===== src/rtl/mem_icb_arbiter.sv =====
// rtl/mem_icb_arbiter.sv - two-master round-robin ICB arbiter for the memory domain
module mem_icb_arbiter #(
    parameter int AW       = 32,
    parameter int DW       = 32,
    parameter int OUTS_NUM = 1
) (
    input  logic            clk,
    input  logic            rst,

    input  logic            ifu_icb_cmd_valid,
    output logic            ifu_icb_cmd_ready,
    input  logic [AW-1:0]   ifu_icb_cmd_addr,
    output logic            ifu_icb_rsp_valid,
    input  logic            ifu_icb_rsp_ready,
    output logic            ifu_icb_rsp_err,
    output logic [DW-1:0]   ifu_icb_rsp_rdata,

    input  logic            lsu_icb_cmd_valid,
    output logic            lsu_icb_cmd_ready,
    input  logic [AW-1:0]   lsu_icb_cmd_addr,
    input  logic            lsu_icb_cmd_read,
    input  logic [DW-1:0]   lsu_icb_cmd_wdata,
    input  logic [DW/8-1:0] lsu_icb_cmd_wmask,
    output logic            lsu_icb_rsp_valid,
    input  logic            lsu_icb_rsp_ready,
    output logic            lsu_icb_rsp_err,
    output logic [DW-1:0]   lsu_icb_rsp_rdata,

    output logic            mem_icb_cmd_valid,
    input  logic            mem_icb_cmd_ready,
    output logic [AW-1:0]   mem_icb_cmd_addr,
    output logic            mem_icb_cmd_read,
    output logic [DW-1:0]   mem_icb_cmd_wdata,
    output logic [DW/8-1:0] mem_icb_cmd_wmask,
    input  logic            mem_icb_rsp_valid,
    output logic            mem_icb_rsp_ready,
    input  logic            mem_icb_rsp_err,
    input  logic [DW-1:0]   mem_icb_rsp_rdata
);

    localparam int CW = $clog2(OUTS_NUM + 1);
    localparam int PW = (OUTS_NUM > 1) ? $clog2(OUTS_NUM) : 1;
    localparam logic [CW-1:0] CNT_MAX = CW'(OUTS_NUM);
    localparam logic [PW-1:0] PTR_MAX = PW'(OUTS_NUM - 1);

    // Arbitration / tracking state. Port id 0 = IFU, 1 = LSU.
    logic          rr_last_q,  rr_last_d;
    logic          lock_vld_q, lock_vld_d;
    logic          lock_id_q,  lock_id_d;
    logic [CW-1:0] outs_cnt_q, outs_cnt_d;
    logic [PW-1:0] wptr_q,     wptr_d;
    logic [PW-1:0] rptr_q,     rptr_d;
    logic          id_fifo_q [OUTS_NUM];

    logic grant;
    logic gnt_valid;
    logic full;
    logic fifo_nempty;
    logic head_id;
    logic cmd_hsk;
    logic rsp_hsk;

    // The outstanding counter doubles as the ID FIFO occupancy.
    assign full        = (outs_cnt_q == CNT_MAX);
    assign fifo_nempty = (outs_cnt_q != '0);
    assign head_id     = id_fifo_q[rptr_q];

    // Grant select: a held lock wins, otherwise round-robin on a tie.
    always_comb begin
        grant = 1'b0;
        if (lock_vld_q) begin
            grant = lock_id_q;
        end else if (ifu_icb_cmd_valid && lsu_icb_cmd_valid) begin
            grant = ~rr_last_q;
        end else if (lsu_icb_cmd_valid) begin
            grant = 1'b1;
        end
    end

    assign gnt_valid = grant ? lsu_icb_cmd_valid : ifu_icb_cmd_valid;

    // Command path: fully combinational, blocked while full or in reset.
    assign mem_icb_cmd_valid = ~rst & ~full & gnt_valid;
    assign ifu_icb_cmd_ready = ~rst & ~full & ~grant & mem_icb_cmd_ready;
    assign lsu_icb_cmd_ready = ~rst & ~full &  grant & mem_icb_cmd_ready;

    // IFU only ever reads a full word.
    assign mem_icb_cmd_addr  = grant ? lsu_icb_cmd_addr  : ifu_icb_cmd_addr;
    assign mem_icb_cmd_read  = grant ? lsu_icb_cmd_read  : 1'b1;
    assign mem_icb_cmd_wdata = grant ? lsu_icb_cmd_wdata : '0;
    assign mem_icb_cmd_wmask = grant ? lsu_icb_cmd_wmask : '1;

    assign cmd_hsk = mem_icb_cmd_valid & mem_icb_cmd_ready;

    // Response path: the FIFO head steers the in-order response; with no
    // tracked transaction any response is held off.
    assign ifu_icb_rsp_valid = ~rst & fifo_nempty & ~head_id & mem_icb_rsp_valid;
    assign lsu_icb_rsp_valid = ~rst & fifo_nempty &  head_id & mem_icb_rsp_valid;
    assign mem_icb_rsp_ready = ~rst & fifo_nempty &
                               (head_id ? lsu_icb_rsp_ready : ifu_icb_rsp_ready);
    assign ifu_icb_rsp_err   = mem_icb_rsp_err;
    assign lsu_icb_rsp_err   = mem_icb_rsp_err;
    assign ifu_icb_rsp_rdata = mem_icb_rsp_rdata;
    assign lsu_icb_rsp_rdata = mem_icb_rsp_rdata;

    assign rsp_hsk = mem_icb_rsp_valid & mem_icb_rsp_ready;

    // Next-state for round-robin, lock, pointers and outstanding count.
    always_comb begin
        rr_last_d  = rr_last_q;
        lock_vld_d = lock_vld_q;
        lock_id_d  = lock_id_q;
        wptr_d     = wptr_q;
        rptr_d     = rptr_q;
        outs_cnt_d = outs_cnt_q;

        if (cmd_hsk) begin
            rr_last_d  = grant;
            lock_vld_d = 1'b0;
            wptr_d     = (wptr_q == PTR_MAX) ? '0 : wptr_q + 1'b1;
        end else if (mem_icb_cmd_valid) begin
            lock_vld_d = 1'b1;
            lock_id_d  = grant;
        end

        if (rsp_hsk) begin
            rptr_d = (rptr_q == PTR_MAX) ? '0 : rptr_q + 1'b1;
        end

        if (cmd_hsk && !rsp_hsk) begin
            outs_cnt_d = outs_cnt_q + 1'b1;
        end else if (!cmd_hsk && rsp_hsk) begin
            outs_cnt_d = outs_cnt_q - 1'b1;
        end
    end

    // State register; rr_last resets to LSU so IFU wins the first tie.
    always_ff @(posedge clk) begin
        if (rst) begin
            rr_last_q  <= 1'b1;
            lock_vld_q <= 1'b0;
            lock_id_q  <= 1'b0;
            wptr_q     <= '0;
            rptr_q     <= '0;
            outs_cnt_q <= '0;
        end else begin
            rr_last_q  <= rr_last_d;
            lock_vld_q <= lock_vld_d;
            lock_id_q  <= lock_id_d;
            wptr_q     <= wptr_d;
            rptr_q     <= rptr_d;
            outs_cnt_q <= outs_cnt_d;
        end
    end

    // ID FIFO storage: record which port issued each accepted command.
    always_ff @(posedge clk) begin
        if (rst) begin
            for (int i = 0; i < OUTS_NUM; i++) begin
                id_fifo_q[i] <= 1'b0;
            end
        end else if (cmd_hsk) begin
            id_fifo_q[wptr_q] <= grant;
        end
    end

endmodule


===== config.mk =====
export PLATFORM = sky130hd
export DESIGN_NAME = mem_icb_arbiter
export DESIGN_NICKNAME = d
export VERILOG_FILES = /design/src/rtl/mem_icb_arbiter.sv
export SDC_FILE = /design/constraint.sdc
export NUM_CORES = 1
export LEC_CHECK = 0
export ABC_AREA = 1
export CELL_PAD_IN_SITES_DETAIL_PLACEMENT = 1
export CELL_PAD_IN_SITES_GLOBAL_PLACEMENT = 2
export CORE_ASPECT_RATIO = 1.5
export CORE_MARGIN = 2
export CORE_UTILIZATION = 10
export CTS_CLUSTER_SIZE = 24
export DETAILED_ROUTE_END_ITERATION = 10
export PLACE_DENSITY_LB_ADDON = 0.1
export SYNTH_ARGS = -nofsm -noshare
export SYNTH_HDL_FRONTEND = slang
export SYNTH_SLANG_ARGS = --single-unit

===== constraint.sdc =====
create_clock -name clk -period 1.65 [get_ports clk]
set_input_delay 0.495 -clock clk [delete_from_list [all_inputs] [get_ports clk]]
set_output_delay 0.495 -clock clk [all_outputs]
set_load 0.02 [all_outputs]

==> impl_metrics.toml <==
[route]
drt-pass1-iter-count = 4
drt_iter0_drc = 22
viasPerCell = 3.447
ant_nets = 0
routed_wl_um = 8336
via_count = 2175
post_drt_wl_per_cell_um = 13.21
drc = 0

[die]
num_rows = 54
io_pins = 283
fp.coreArea_um2 = 14590
die_area_um2 = 16020
die_h_um = 154.0
start_util_pct = 10.28
die_w_um = 104.0

[placement]
port_buffers = 183
dpl.cell_count = 614
dpl_cell_area_um2 = 3274
post-dp-hpwl_um = 6990
place.gp.congestion = 0.7191

[worst_hold_path]
hp-class = "input pin to flop"

[final_layout]
final_cell_mix = "100 x clkdlybuf4s50_1, 82 x nand2_1, 53 x buf_4"
antenna_cells = 0
layout-drive-gt1-share_pct = 41.38
fill_cells = 1791
final_nets = 578
mostFrequentLayoutCell = "clkdlybuf4s50_1"
final_util_pct = 25.69
area_growth_pct = 150.0
final_area_um2 = 3750
final_cell_count_no_fill = 631

[clocking]
clkSinkCount = 5
cts_tree = "yes"
htreeDepth = 1
clock_path_buffers = 2
insertion_delay_ns = 0.22
clk_pin_slew_ns = 0.03
cts_buffers = 3
cts-root-buf = "clkbuf_16"

[sta]
fin_setup_tns_ns = -13.54
max-slew-margin-rel_pct = 87.60
min_period_ns = 1.926
fin_crit_sh_pct = 116.7
drv_slew = 0
tightest_slew_ns = 0.1859
finalClockSkew_ns = 0.0008758
setup_violations = 72
grt_setup_unrepaired = "true"
final-hold-violation-count = 0
worst_slack_ns = -0.2762
fmax_ghz = 0.5191

[worst_setup_path]
end_kind = "output port"
crit_fanout = 7
criticalPathCategory = "input pin to output port"
cp.required_ns = 1.15
start_kind = "input pin"
cp_data_arrival_time_ns = 1.43

[power]
swShare_pct = 37.47
p_switching_uw = 700.8
power.share.combinational_pct = 70.8
static-leakage-power_nw = 1.863
seqPwrFrac_pct = 8.0
pwr-share-clk_pct = 21.2
p_int_mw = 1.169
ir_drop_uv = 232.1
powerDensity_nw_per_um2 = 498.7

[status]
violations = "negative setup slack"
outcome = "complete, but fails checks"

[yosys]
syn-instance-count = 288
synth_top_area_share_pct = 34.53
ys_warn_count = 0
syn-num-nets = 430
synth_cell_types = 20
yosysSeqAreaShare_pct = 7.339
ys_ff_latch = 5
syn_area_per_cell_um2 = 5.209
synthesis.area_um2 = 1500
yosys.area.top_type = "buf_4"
synth_area_leaders = "buf_4 35%, nand2_1 26%, inv_1 11%"

[global_routing]
grt_pass1_wl_um = 12980
grt_overflow = 0
grt.total_usage_pct = 10.16
grt_max_degree = 20
antenna_found_initial = 0
grt_pass1_vias = 2437

[flow_run]
drv_cap = 0
cells by family (layout without fill, tap and decap cells):
group	Yosys count	in the layout	share of synthesized area [%]
simple gates	161	161	43.62
flops	5	5	7.340
compound gates	3	3	1.001
buf+inv	119	266	48.04
registers in the layout, indices dropped and copies added, names as in the netlist:
register and count:
id_fifo_q 1, lock_id_q 1, fifo_nempty 1, rr_last_q 1
lock_vld_q 1
cell usage after synthesis, drive strengths merged:
| master | n |
|---|---|
| nor3b | 1 |
| edfxtp | 1 |
| buf | 76 |
| or2 | 5 |
| nand3b | 1 |
| nor2 | 38 |
| dfxtp | 4 |
| nand3 | 5 |
| nor3 | 3 |
| inv | 43 |
| nand4 | 2 |
| a21oi | 1 |
| o21ai | 2 |
| nand2 | 106 |
power by group through the flow:
stage	Sequential (mW)	Clock (mW)	Combinational [mW]
final	0.150	0.396	1.32
after global routing	0.153	0.410	1.43
after CTS	0.150	0.403	1.31
after detailed placement	0.148	0	1.16
after global placement	0.148	0	1.15
after floorplan	0.144	0	0.691
critical path, stage by stage:
cell and delay [ns]:
buf_8 0.10, nand2_8 0.06, nand3_4 0.08, nand2_8 0.14, inv_12 0.06, buf_8 0.13
or2_4 0.22, buf_6 0.13
metrics by stage:
step                      setup WS [ns]  power [mW]  hold slack, ns
after floorplan                -0.07978      0.8348          0.4703
after global placement           -1.279       1.297          0.5943
after detailed placement         -1.310       1.304          0.6206
after CTS                       -0.2905       1.862          0.4733
after global routing            -0.3160       1.989          0.5110
final                           -0.2762       1.870          0.4895
cell type report:
class	instances	area, µm²	share of cell area [%]
inverters	43	176.4	4.705
clock buffers	4	78.83	2.102
multi-input cells	164	940.9	25.09
flip-flops and latches	5	120.1	3.203
repair inverters	1	6.256	0.1668
well taps	196	245.2	6.540
repair buffers	218	2182	58.19
timing repair:
item / in CTS / in global routing
setup buffers: 10 / 0
cloned: 3 / 0
endpoints found under the setup margin: 80 / 74
hold buffers: 0 / 0
resized for setup: 495 / 36
pin swaps: 10 / 2
final timing paths:
check	start	end	slack (ns)	cells after the start
worst min register to register	rr_last_q	rr_last_q	0.57	2
worst max-delay path	ifu_icb_cmd_valid	mem_icb_cmd_wmask[1]	-0.28	8
worst max register to register	fifo_nempty	lock_vld_q	0.19	10
worst min-delay path	rst	fifo_nempty	0.49	2
layer usage:
metal	up-vias	GRT usage (%)	share of wire, %
met3	20	3.179	8.9
li1	1065	-	-
met2	115	20.30	56
met5	-	0	0
met4	0	2.896	2.0
met1	975	9.806	33
Note: power is estimated with default switching activity, not from simulation.
